## src/rtl/memoria_datos_es_pkg.sv

```systemverilog
// Shared definitions for the data-side bus responder: I/O register addresses,
// timer control bit positions, RAM size limit and the address decoder.
package memoria_datos_es_pkg;

  localparam int RAM_MAX = 240;

  localparam logic [7:0] DIR_PORT_OUT   = 8'hF0;
  localparam logic [7:0] DIR_PORT_IN    = 8'hF1;
  localparam logic [7:0] DIR_EDGE_FLAGS = 8'hF2;
  localparam logic [7:0] DIR_TMR_CNT    = 8'hF3;
  localparam logic [7:0] DIR_TMR_CTRL   = 8'hF4;
  localparam logic [7:0] DIR_TMR_CMP    = 8'hF5;
  localparam logic [7:0] DIR_TMR_STAT   = 8'hF6;

  localparam int TMR_CTRL_EN_BIT  = 0;
  localparam int TMR_CTRL_CLR_BIT = 1;

  typedef enum logic [3:0] {
    SEL_NONE,
    SEL_RAM,
    SEL_PORT_OUT,
    SEL_PORT_IN,
    SEL_EDGE_FLAGS,
    SEL_TMR_CNT,
    SEL_TMR_CTRL,
    SEL_TMR_CMP,
    SEL_TMR_STAT
  } sel_e;

  // RAM occupies the bottom of the map; anything not matched is unmapped.
  function automatic sel_e decode_dir(input logic [7:0] dir, input int ram_words);
    sel_e sel;
    sel = SEL_NONE;
    if (int'(dir) < ram_words) begin
      sel = SEL_RAM;
    end else begin
      case (dir)
        DIR_PORT_OUT:   sel = SEL_PORT_OUT;
        DIR_PORT_IN:    sel = SEL_PORT_IN;
        DIR_EDGE_FLAGS: sel = SEL_EDGE_FLAGS;
        DIR_TMR_CNT:    sel = SEL_TMR_CNT;
        DIR_TMR_CTRL:   sel = SEL_TMR_CTRL;
        DIR_TMR_CMP:    sel = SEL_TMR_CMP;
        DIR_TMR_STAT:   sel = SEL_TMR_STAT;
        default:        sel = SEL_NONE;
      endcase
    end
    return sel;
  endfunction

endpackage

```

## src/rtl/memoria_datos_es_sincronizador_entrada.sv

```systemverilog
// Two-flop synchronizer for the external input pins plus a rising-edge
// detector on the synchronized value. The edge pulse is derived from the
// synchronized value and its one-cycle-old copy, so it is glitch-free.
module sincronizador_entrada (
  input  logic       Clk,
  input  logic       Rst,
  input  logic [7:0] i_Datos,
  output logic [7:0] o_Sincronizado,
  output logic [7:0] o_Flanco
);

  logic [7:0] meta_q;
  logic [7:0] sinc_q;
  logic [7:0] previo_q;

  // Synchronizer chain and previous-value register for edge detection.
  always_ff @(posedge Clk or posedge Rst) begin
    if (Rst) begin
      meta_q   <= '0;
      sinc_q   <= '0;
      previo_q <= '0;
    end else begin
      meta_q   <= i_Datos;
      sinc_q   <= meta_q;
      previo_q <= sinc_q;
    end
  end

  assign o_Sincronizado = sinc_q;
  assign o_Flanco       = sinc_q & ~previo_q;

endmodule

```

## src/rtl/memoria_datos_es.sv

```systemverilog
// Data-side bus responder: 240-byte RAM plus memory-mapped output port,
// synchronized input port with sticky edge flags and an optional prescaled
// timer with compare. Read data is combinational; writes commit on Clk.
// Optional timer block enabled by defining MEMORIA_DATOS_TIMER_EN.
module memoria_datos_es
  import memoria_datos_es_pkg::*;
#(
  parameter int RAM_WORDS    = 240,
  parameter int TMR_PRESCALE = 256
) (
  input  logic       Clk,
  input  logic       Rst,
  input  logic [7:0] i_Bus_Direccion_Datos,
  input  logic [7:0] i_Bus_Datos_S,
  input  logic       i_Lectura_Escritura,
  output logic [7:0] o_Bus_Datos_E,
  input  logic [7:0] i_Puerto_E,
  output logic [7:0] o_Puerto_S,
  output logic       o_Evento
);

  localparam int RAM_N = (RAM_WORDS > RAM_MAX) ? RAM_MAX : RAM_WORDS;
  localparam int AW    = (RAM_N > 1) ? $clog2(RAM_N) : 1;

  sel_e       sel;
  logic       wr;
  logic [7:0] ram_q [RAM_N];
  logic [AW-1:0] ram_idx;

  logic [7:0] port_out_q, port_out_d;
  logic [7:0] port_in;
  logic [7:0] flanco;
  logic [7:0] flags_q, flags_d;
  logic [7:0] rdata;

  assign sel     = decode_dir(i_Bus_Direccion_Datos, RAM_N);
  assign wr      = i_Lectura_Escritura;
  assign ram_idx = i_Bus_Direccion_Datos[AW-1:0];

  sincronizador_entrada u_sinc (
    .Clk            (Clk),
    .Rst            (Rst),
    .i_Datos        (i_Puerto_E),
    .o_Sincronizado (port_in),
    .o_Flanco       (flanco)
  );

  // RAM storage; deliberately not reset so contents survive Rst.
  always_ff @(posedge Clk) begin
    if (wr && sel == SEL_RAM) begin
      ram_q[ram_idx] <= i_Bus_Datos_S;
    end
  end

  // Next state for output port and edge flags; a new edge beats a W1C.
  always_comb begin
    port_out_d = port_out_q;
    flags_d    = flags_q;
    if (wr && sel == SEL_PORT_OUT) begin
      port_out_d = i_Bus_Datos_S;
    end
    if (wr && sel == SEL_EDGE_FLAGS) begin
      flags_d = flags_q & ~i_Bus_Datos_S;
    end
    flags_d = flags_d | flanco;
  end

  // Port and flag registers.
  always_ff @(posedge Clk or posedge Rst) begin
    if (Rst) begin
      port_out_q <= '0;
      flags_q    <= '0;
    end else begin
      port_out_q <= port_out_d;
      flags_q    <= flags_d;
    end
  end

`ifdef MEMORIA_DATOS_TIMER_EN
  localparam int PW = (TMR_PRESCALE > 1) ? $clog2(TMR_PRESCALE) : 1;
  localparam logic [PW-1:0] PRESC_TC = PW'(TMR_PRESCALE - 1);

  logic [PW-1:0] presc_q, presc_d;
  logic [7:0]    cnt_q, cnt_d;
  logic [7:0]    cmp_q, cmp_d;
  logic          en_q, en_d;
  logic          stat_q, stat_d;
  logic          clr_wr;
  logic          tick;
  logic [7:0]    cnt_inc;

  assign clr_wr  = wr && sel == SEL_TMR_CTRL && i_Bus_Datos_S[TMR_CTRL_CLR_BIT];
  assign tick    = en_q && presc_q == PRESC_TC;
  assign cnt_inc = cnt_q + 8'd1;

  // Timer next state: clear wins over a tick, match set wins over W1C.
  always_comb begin
    presc_d = presc_q;
    cnt_d   = cnt_q;
    cmp_d   = cmp_q;
    en_d    = en_q;
    stat_d  = stat_q;
    if (clr_wr) begin
      presc_d = '0;
      cnt_d   = '0;
    end else if (en_q) begin
      presc_d = tick ? '0 : presc_q + 1'b1;
      if (tick) begin
        cnt_d = cnt_inc;
      end
    end
    if (wr && sel == SEL_TMR_CTRL) begin
      en_d = i_Bus_Datos_S[TMR_CTRL_EN_BIT];
    end
    if (wr && sel == SEL_TMR_CMP) begin
      cmp_d = i_Bus_Datos_S;
    end
    if (wr && sel == SEL_TMR_STAT && i_Bus_Datos_S[0]) begin
      stat_d = 1'b0;
    end
    if (tick && !clr_wr && cnt_inc == cmp_q) begin
      stat_d = 1'b1;
    end
  end

  // Timer registers.
  always_ff @(posedge Clk or posedge Rst) begin
    if (Rst) begin
      presc_q <= '0;
      cnt_q   <= '0;
      cmp_q   <= 8'hFF;
      en_q    <= 1'b0;
      stat_q  <= 1'b0;
    end else begin
      presc_q <= presc_d;
      cnt_q   <= cnt_d;
      cmp_q   <= cmp_d;
      en_q    <= en_d;
      stat_q  <= stat_d;
    end
  end
`endif

  // Combinational read mux; unmapped locations read as zero.
  always_comb begin
    rdata = '0;
    case (sel)
      SEL_RAM:        rdata = ram_q[ram_idx];
      SEL_PORT_OUT:   rdata = port_out_q;
      SEL_PORT_IN:    rdata = port_in;
      SEL_EDGE_FLAGS: rdata = flags_q;
`ifdef MEMORIA_DATOS_TIMER_EN
      SEL_TMR_CNT:    rdata = cnt_q;
      SEL_TMR_CTRL:   rdata = {7'd0, en_q};
      SEL_TMR_CMP:    rdata = cmp_q;
      SEL_TMR_STAT:   rdata = {7'd0, stat_q};
`endif
      default:        rdata = '0;
    endcase
  end

  assign o_Bus_Datos_E = rdata;
  assign o_Puerto_S    = port_out_q;
`ifdef MEMORIA_DATOS_TIMER_EN
  assign o_Evento = (|flags_q) | stat_q;
`else
  assign o_Evento = |flags_q;
`endif

endmodule

```

## config.mk

```make
export PLATFORM = sky130hd
export DESIGN_NAME = memoria_datos_es
export DESIGN_NICKNAME = d
export VERILOG_FILES = /design/src/rtl/memoria_datos_es_pkg.sv /design/src/rtl/memoria_datos_es_sincronizador_entrada.sv /design/src/rtl/memoria_datos_es.sv
export SDC_FILE = /design/constraint.sdc
export NUM_CORES = 2
export LEC_CHECK = 0
export CAP_MARGIN = 20
export CORE_UTILIZATION = 40
export CTS_BUF_LIST = sky130_fd_sc_hd__clkbuf_4 sky130_fd_sc_hd__clkbuf_8
export CTS_CLUSTER_SIZE = 12
export DETAILED_ROUTE_END_ITERATION = 8
export PLACE_DENSITY = 0.64
export SLEW_MARGIN = 5
export SYNTH_ARGS = -nofsm -noshare
export SYNTH_HDL_FRONTEND = slang
export SYNTH_SLANG_ARGS = --single-unit
```

## constraint.sdc

```tcl
create_clock -name Clk -period 4.1 [get_ports Clk]
set_input_delay 0.82 -clock Clk [delete_from_list [all_inputs] [get_ports Clk]]
set_output_delay 0.82 -clock Clk [all_outputs]
set_load 0.02 [all_outputs]
```

# After elaboration in Yosys (flattened, before gate mapping)

Memory sizes are Yosys's and may differ from the RTL's.
Cells that the tools add are included.

Bits in registers: 40
Bits in writable memories: 1,920
Input port bits: 27
Output and inout port bits: 17
Logic and storage cells: 33
Memories kept: 1

Memories:

| name  | depth | width | rd ports | clocked after memory_dff | wr ports | RTL line               | RTL |
|---|---|---|---|---|---|---|---|
| ram_q | 240   | 8     | 1        | 0                        | 1        | memoria_datos_es.sv:27 | `logic [7:0] ram_q [RAM_N];` |

Magnitude comparators: 1
Equality and inequality tests: 11
Multiplexer cells: 6
Bitwise operators: 5
Reduce and logical (&&, ||, !) cells: 4

Operator list:

| cell                                          | count |
|---|---|
| == test 8 bit, second input constant          | 7 |
| one-hot mux 8 bit (4 select lines)            | 1 |
| one-hot mux 4 bit (7 select lines)            | 1 |
| AND 8 bit                                     | 2 |
| NOT 8 bit                                     | 2 |
| == test 4 x 2 -> 1 bit, second input constant | 2 |
| < comparator 8 bit, second input constant     | 1 |
| two-way mux 8 bit                             | 1 |
| OR 8 bit                                      | 1 |
| OR reduction 8 bit                            | 1 |
| == test 4 x 1 -> 1 bit, second input constant | 1 |
| == test 4 x 3 -> 1 bit, second input constant | 1 |
| two-way mux 4 bit                             | 1 |
| logical AND 1 bit                             | 3 |
| two-way mux 1 bit                             | 2 |

# Depth between registers and ports, before layout

Depth after elaboration: 7
Gate-level depth with buffers: 13

# Hierarchy

Synthesis repeated with hierarchy kept, for this count alone.

Cells, all modules: 3,676
Area total of the unflattened synthesis: 76,408.3 um^2

By module, submodules not included:

| module                | times used | cells an instance | area each (um^2) |
|---|---|---|---|
| memoria_datos_es      | 1          | 3,643             | 75,693.8 |
| sincronizador_entrada | 1          | 33                | 714.4 |

# Worst setup path after synthesis

Ideal clock, no wire load.

Path type: input to output
Start: input port i_Bus_Direccion_Datos[0]
End: output port o_Bus_Datos_E[0]
Arrival time: 2,886 ps
Setup slack: 394 ps
Stages: 12
Buffers on the path: 7
Cells stage by stage: buf_6 > buf_8 > buf_8 > buf_6 > buf_8 > buf_6 > buf_6 > nand2_1 > a31oi_1 > o21ai_0 > or3_1 > o21ai_0

Word-level cells in the longest chain between the ends: 5
Elaborated cells between the ends (all ways): 16

Ends and longest elaborated chain:

| element                                                                           | RTL line                | RTL |
|---|---|---|
| start: declaration                                                                | memoria_datos_es.sv:13  | `input logic [7:0] i_Bus_Direccion_Datos,` |
| parallel branches: the longest is 4 deep, another holds memory read (240 x 8 bit) | -                       |  |
| one-hot mux 8 bit (4 select lines) *                                              | memoria_datos_es.sv:147 | `case (sel)` |
| end: declaration                                                                  | memoria_datos_es.sv:16  | `output logic [7:0] o_Bus_Datos_E,` |

Mark *: on every way between the ends.

# Worst setup path after layout

Start: memory ram_q[199][6]
End: output port o_Bus_Datos_E[6]

Word-level cells in the longest chain between the ends: 2

Ends and longest elaborated chain:

| element                            | RTL line |
|---|---|
| start: declaration                 | memoria_datos_es.sv:27 |
| memory read (240 x 8 bit)          | - |
| one-hot mux 8 bit (4 select lines) | memoria_datos_es.sv:147 |

No other way between the ends.

==> flow_metrics.env <==
export IMPL_syn_instance_count=3528
export IMPL_place_hpwl_um=135000
export IMPL_clock_sinks=1960
export IMPL_dieArea_um2=193000
export IMPL_cts_max_path_buffers=4
export IMPL_synth_area_leaders="edfxtp_1 75%, mux4_2 12%, mux4_1 2.7%, mux2i_1 1.4%, nor2_1 1.3%"
export IMPL_grt_pass1_vias=41374
export IMPL_setup_viol=6
export IMPL_totalPowerFinal_mw=41.0
export IMPL_nNetsFinal=4556
export IMPL_slew_headroom_pct=21.7
export IMPL_cp_end_kind="primary output"
export IMPL_drv_slew=0
export IMPL_cts_made_buffers=323
export IMPL_max_stage_delay_ps=560
export IMPL_slowest_stage="mux4_2"
export IMPL_cpMostUsedCell="mux4_2"
export IMPL_cp_arrival_ps=3570
export IMPL_port_buffer_count=43
export IMPL_leakage_nw=31.1
export IMPL_ctsHoldBuffers=0
export IMPL_yosysTopAreaCellShare_pct=75.3
export IMPL_ys_types=71
export IMPL_tns_ps=-1160
export IMPL_status="complete, but fails checks"
export IMPL_post_route_util_pct=48.9
export IMPL_post_drt_wl_per_cell_um=29.3
export IMPL_htreeDepth=5
export IMPL_power_density_nw_per_um2=441
export IMPL_avgViaCountPerCell=5.68
export IMPL_min_path_type="in2async"
export IMPL_die_h_um=440
export IMPL_clockRootBuffer="clkbuf_8"
export IMPL_synth_edf_count=1920
export IMPL_ios=44
export IMPL_drv_cap=0
export IMPL_synth_area_um2=76600
export IMPL_synth_flop_cell="edfxtp_1"
export IMPL_hold_slack_ps=210
export IMPL_gp_congestion=0.943
export IMPL_violations="negative setup slack"
export IMPL_drt_pass1_iterations=6
export IMPL_drt_iter0_markers=5106
export IMPL_ant_nets=0
export IMPL_required_ps=3280
export IMPL_grt_ovfl_total=0
export IMPL_vias=41265
export IMPL_period_needed_ps=4390
export IMPL_start_util_pct=40.3
export IMPL_coreArea_um2=190000
export IMPL_fmax_mhz=228
export IMPL_stdcell_area_um2=93000
export IMPL_clkTransAtPathRegs_ps=60
export IMPL_die_width_um=440
export IMPL_finClkSkew_ps=15.3
export IMPL_layout_setup_ws_ps=-290
export IMPL_syn_to_final_growth_pct=21.4
export IMPL_synth_area_leader_cell="edfxtp_1"
export IMPL_tritoncts="done"
export IMPL_grt_pass1_wl_um=301000
export IMPL_path_buf_inv=1
export IMPL_synthArstFlopShare_pct=2.04
export IMPL_syn_nets=3555
export IMPL_path_max_fanout=1
export IMPL_seq_area_frac_synth_pct=76.6
export IMPL_crit_type="reg2out"
export IMPL_ys_warn_count=0
export IMPL_drc_errors=0
export IMPL_path_delay_family="multiplexers"
export IMPL_path_cells="mux4_2 > mux4_2 > a22o_1 > a211oi_4 > o41ai_4 > a21boi_4 > buf_6"
export IMPL_startpoint_type="register"
export IMPL_antenna_found_initial=3
export IMPL_drt_total_wl_um=213000
export IMPL_gr_usage_all_layers_pct=21.9
export IMPL_worst_skew_pair_late_latency_ps=1040
export IMPL_row_count=160
export IMPL_drive_gt1_share_pct=40.4
export IMPL_hold_violations=0
export IMPL_placed_area_um2=85300
export IMPL_worst_pin_slew_ps=1170
export IMPL_avgSynthCellArea_um2=21.7
export IMPL_grt_max_degree=135
export IMPL_ys_seq_elements=1960
export IMPL_rsz0062_at_grt="true"
export IMPL_timing_final_crit_share_pct=107
export IMPL_vdd_drop_max_uv=383
[kinds of logic (layout without fill, tap and decap cells)]
kind of cell,after synthesis,count (layout),share of synthesized area [%]
flops,1960,1960,76.6
compound gates,193,193,1.87
buf+inv,215,1436,1.80
mux,624,624,16.8
other cells,0,7,0
simple gates,536,536,2.95
[worst paths after layout]
kind / startpoint / end / slack [ps] / depth (start not counted)
worst max-delay path: ram_q[199][6]$_DFFE_PP_ / o_Bus_Datos_E[6] / -290 / 7
worst min-delay path: Rst / u_sinc.previo_q[4]$_DFF_PP0_ / 210 / 3
worst max register to register: o_Puerto_S[0]$_DFFE_PP0P_ / o_Puerto_S[0]$_DFFE_PP0P_ / 3300 / 1
worst min register to register: u_sinc.meta_q[1]$_DFF_PP0_ / u_sinc.o_Sincronizado[1]$_DFF_PP0_ / 350 / 0
max in group asynchronous: Rst / o_Puerto_S[6]$_DFFE_PP0P_ / 3550 / 3
min in group Clk: i_Puerto_E[4] / u_sinc.meta_q[4]$_DFF_PP0_ / 220 / 1
[sequential cells by signal (all words and copies together), names as in the netlist]
register and flops:
ram_q 1920, flags_q 8, o_Puerto_S 8, u_sinc.meta_q 8, u_sinc.o_Sincronizado 8, u_sinc.previo_q 8
[area by class of cell]
class	count	area (µm²)
Tap cell	2511	3140
Timing Repair Buffer	879	8010
Multi-Input combinational cell	1353	17200
Fill cell	15441	97200
Inverter	12	50.0
Clock buffer	446	5430
Antenna cell	7	17.5
Clock inverter	99	518
Sequential cell	1960	58700
[layout by cell type, fill, tap and decap left out, types with 8 or more instances in the layout]
master              n
a21oi_1            10
a22o_1             16
a22oi_1            23
a31oi_1            15
a32oi_1            17
buf_12             53
buf_16             16
buf_4             723
buf_6              42
buf_8              13
clkbuf_4          113
clkbuf_8          338
clkdlybuf4s50_1    22
clkinv_1           56
clkinv_2           35
dfrtp_1            40
edfxtp_1         1920
inv_1               9
mux2_2             14
mux2i_1            96
mux2i_2             8
mux4_1             56
mux4_2            448
nand2_1           141
nand3_1            24
nand3_2             8
nor2_1            268
nor2b_1            18
nor3_1             14
o21ai_0            13
o22ai_1            12
[Yosys cell counts (2+ instances only)]
| cell type | count |
|---|---|
| a2111oi_0 | 10 |
| a211oi_1 | 9 |
| a21oi_1 | 13 |
| a221oi_1 | 3 |
| a22o_1 | 18 |
| a22oi_1 | 24 |
| a31oi_1 | 22 |
| a32o_1 | 3 |
| a32oi_1 | 24 |
| and2_1 | 5 |
| and3_1 | 2 |
| buf_1 | 5 |
| buf_12 | 3 |
| buf_2 | 68 |
| buf_4 | 32 |
| buf_6 | 31 |
| buf_8 | 6 |
| clkbuf_1 | 54 |
| clkbuf_4 | 4 |
| dfrtp_1 | 40 |
| edfxtp_1 | 1920 |
| inv_1 | 9 |
| mux2_2 | 14 |
| mux2i_1 | 106 |
| mux4_1 | 79 |
| mux4_2 | 425 |
| nand2_1 | 146 |
| nand2b_1 | 6 |
| nand3_1 | 31 |
| nand4_1 | 5 |
| nor2_1 | 274 |
| nor2b_1 | 24 |
| nor3_1 | 19 |
| nor4_1 | 9 |
| o2111ai_1 | 4 |
| o211ai_1 | 3 |
| o21ai_0 | 20 |
| o221ai_1 | 4 |
| o22ai_1 | 18 |
| o31ai_1 | 2 |
| or2_2 | 4 |
[through the flow]
stage	cells	setup WS, ps
CTS	7245	-342
floorplan	3528	394
detailed placement	6637	-1370
global placement	6635	-1410
global route	7266	-353
finish	7267	-290
[where the power goes]
group	internal [mW]	leakage, nW	switching [mW]
Combinational	1.16	10.2	1.56
Sequential	22.0	17.7	0.0186
Clock	8.70	3.18	7.54
Total	31.9	31.1	9.12
[worst min-delay path: stages]
cell,delay (ps)
clkdlybuf4s50_1,400
inv_1,50
buf_4,410
[routing by layer]
| layer | GRT usage [%] | wire (µm) |
|---|---|---|
| met5 | 0 | 0 |
| met3 | 4.94 | 19400 |
| met1 | 30.2 | 86000 |
| met4 | 8.01 | 7480 |
| met2 | 34.0 | 100000 |
[what timing repair did]
action / 4_1_cts / 5_1_grt
setup endpoints to repair: 8 / 8
pin swaps: 34 / 21
endpoints found under the hold margin: 0 / 0
buffers inserted: 59 / 16
gates resized for setup: 204 / 63
cloned: 7 / 1
Power figures use the tool's default switching activity.
==> variant (config.mk and constraints unchanged) <==
The option `MEMORIA_DATOS_TIMER_EN` is turned on by a define.
--- a/src/rtl/memoria_datos_es.sv
+++ b/src/rtl/memoria_datos_es.sv
@@ -2,6 +2,8 @@
 // synchronized input port with sticky edge flags and an optional prescaled
 // timer with compare. Read data is combinational; writes commit on Clk.
 // Optional timer block enabled by defining MEMORIA_DATOS_TIMER_EN.
+`define MEMORIA_DATOS_TIMER_EN
+
 module memoria_datos_es
   import memoria_datos_es_pkg::*;
 #(
Check against the original RTL: not equivalent (Yosys sat finds a counterexample within 4 cycles, from zero or initial values and one cycle with Rst high).
==> variant against the original RTL <==
  * The run still ends with negative setup slack left
  * Area after synthesis is 1.2% higher
  * Power is 1.7% higher
  * Count of clock-buffer cells in the layout is 14 lower
  * Utilization is 0.38 points higher
  * Worst setup slack worse by 0.35 ns
  * Routed wire length is 10% higher
  * Sequential cell count is 26 higher
  * Design area is 2.0% higher
  * Highest routed layer is now met5
==> variant: results <==
[outcome]
status = "finished, violations left"
violations = "negative setup slack"

[timing]
setup_ws_ns = -0.641
clock_skew_ns = 0.0309
setup_viol = 8
relSlewSlack = 0.287

[placement]
post-place-ws_ns = -1.16
gp_congestion = 0.962
placed_cells = 6958

[power_and_ir_drop]
peakVddDrop_mv = 0.383

[drt]
routed_wl_mm = 235

[finish]
fin_nets = 4846
fill_cells = 15574
fin_cells = 7552
drive_gt1_frac = 0.394

[yosys]
synth_cell_types = 70
synthArstFlopShare = 0.0332
synth_seq_area_share = 0.765
syn_avg_cell_area_um2 = 20.3
syn_nets = 3840
synth.area.top_cells = "edfxtp_1 (74%), mux4_2 (13%), dfrtp_1 (1.9%)"
synth_commonest_cells = "edfxtp_1 (1920), mux4_2 (436), nor2_1 (290)"

[global_routing]
grt_use_total = 0.238
grt_max_degree = 117
antenna_found_initial = 8

[setup_path]
path_delay_family = "simple AND/OR/NAND/NOR gates"
rrSetupSlack_ns = 2.35
crit_slowest_cell = "or4_1"
cp.arrival_ns = 3.92
slowest_delay_ns = 0.51
[variant: cell types whose count changed in the layout (fill, tap and decap cells not counted), moves of 20 or more]
cell / change
mux4_1: -56
a22oi_1: +46
nand2_1: -34
mux2i_1: +33
buf_12: +31
a21oi_1: +26
o21ai_0: +22
nor3_1: +20
[variant: cells by family after synthesis]
group                    Yosys count  synth area share
buffers and inverters            262            0.0177
XOR/XNOR                          24           0.00271
AO/OA/AOI/OAI                    350            0.0323
AND/OR/NAND/NOR                  590            0.0341
multiplexers                     597             0.148
flip-flops                      1986             0.765
adder cells (fa/ha/maj)            2          0.000323
[variant: timing repair]
action                                  4_1_cts  5_1_grt
pin swaps                                    59       43
setup buffers                                27       35
resized for setup                           222       74
cloned                                        6        0
endpoints found under the hold margin         0        0
endpoints found under the setup margin        8        8
[variant: routing by layer]
metal  track usage  vias up  wire, µm
met5             0        -        13
met4         0.108        2     11000
met3        0.0605      505     24900
met2         0.363     2636    108000
met1         0.323    23221     91000
li1              -    17816         -
[variant: metrics by stage]
step / TNS [ns] / cell area [µm²]
6_report: -2.68 / 94900
2_1_floorplan: 0 / 77500
5_1_grt: -2.94 / 94900
3_3_place_gp: -6.95 / 87000
4_1_cts: -2.12 / 94300
3_5_place_dp: -6.91 / 87000
[variant: worst paths after layout]
check | startpoint | endpoint | cells after the start
max | ram_q[192][7] | o_Bus_Datos_E[7] | 9
min | i_Puerto_E[6] | u_sinc.meta_q[6] | 1
max reg2reg | en_q | cnt_q[7] | 4
min reg2reg | u_sinc.meta_q[3] | u_sinc.o_Sincronizado[3] | 0
max in group asynchronous | Rst | flags_q[7] | 3
min in group asynchronous | Rst | u_sinc.meta_q[4] | 2
[variant: power by group through the flow]
stage                     Sequential (µW)  Clock, µW  Combinational, µW
after global placement              22800          0               2610
after floorplan                     22800          0               1140
final                               22400      16400               2890
after detailed placement            22800          0               2630
after CTS                           22400      16600               2810
after global routing                22400      17500               2980
[variant: cell type report]
class | instances | area share
antenna | 6 | 0.000158
clock buffer | 432 | 0.0561
clock inverter | 97 | 0.00636
inverter | 18 | 0.000791
multi-input combinational | 1563 | 0.187
sequential | 1986 | 0.625
tap | 2526 | 0.0333
timing repair buffer | 924 | 0.0914
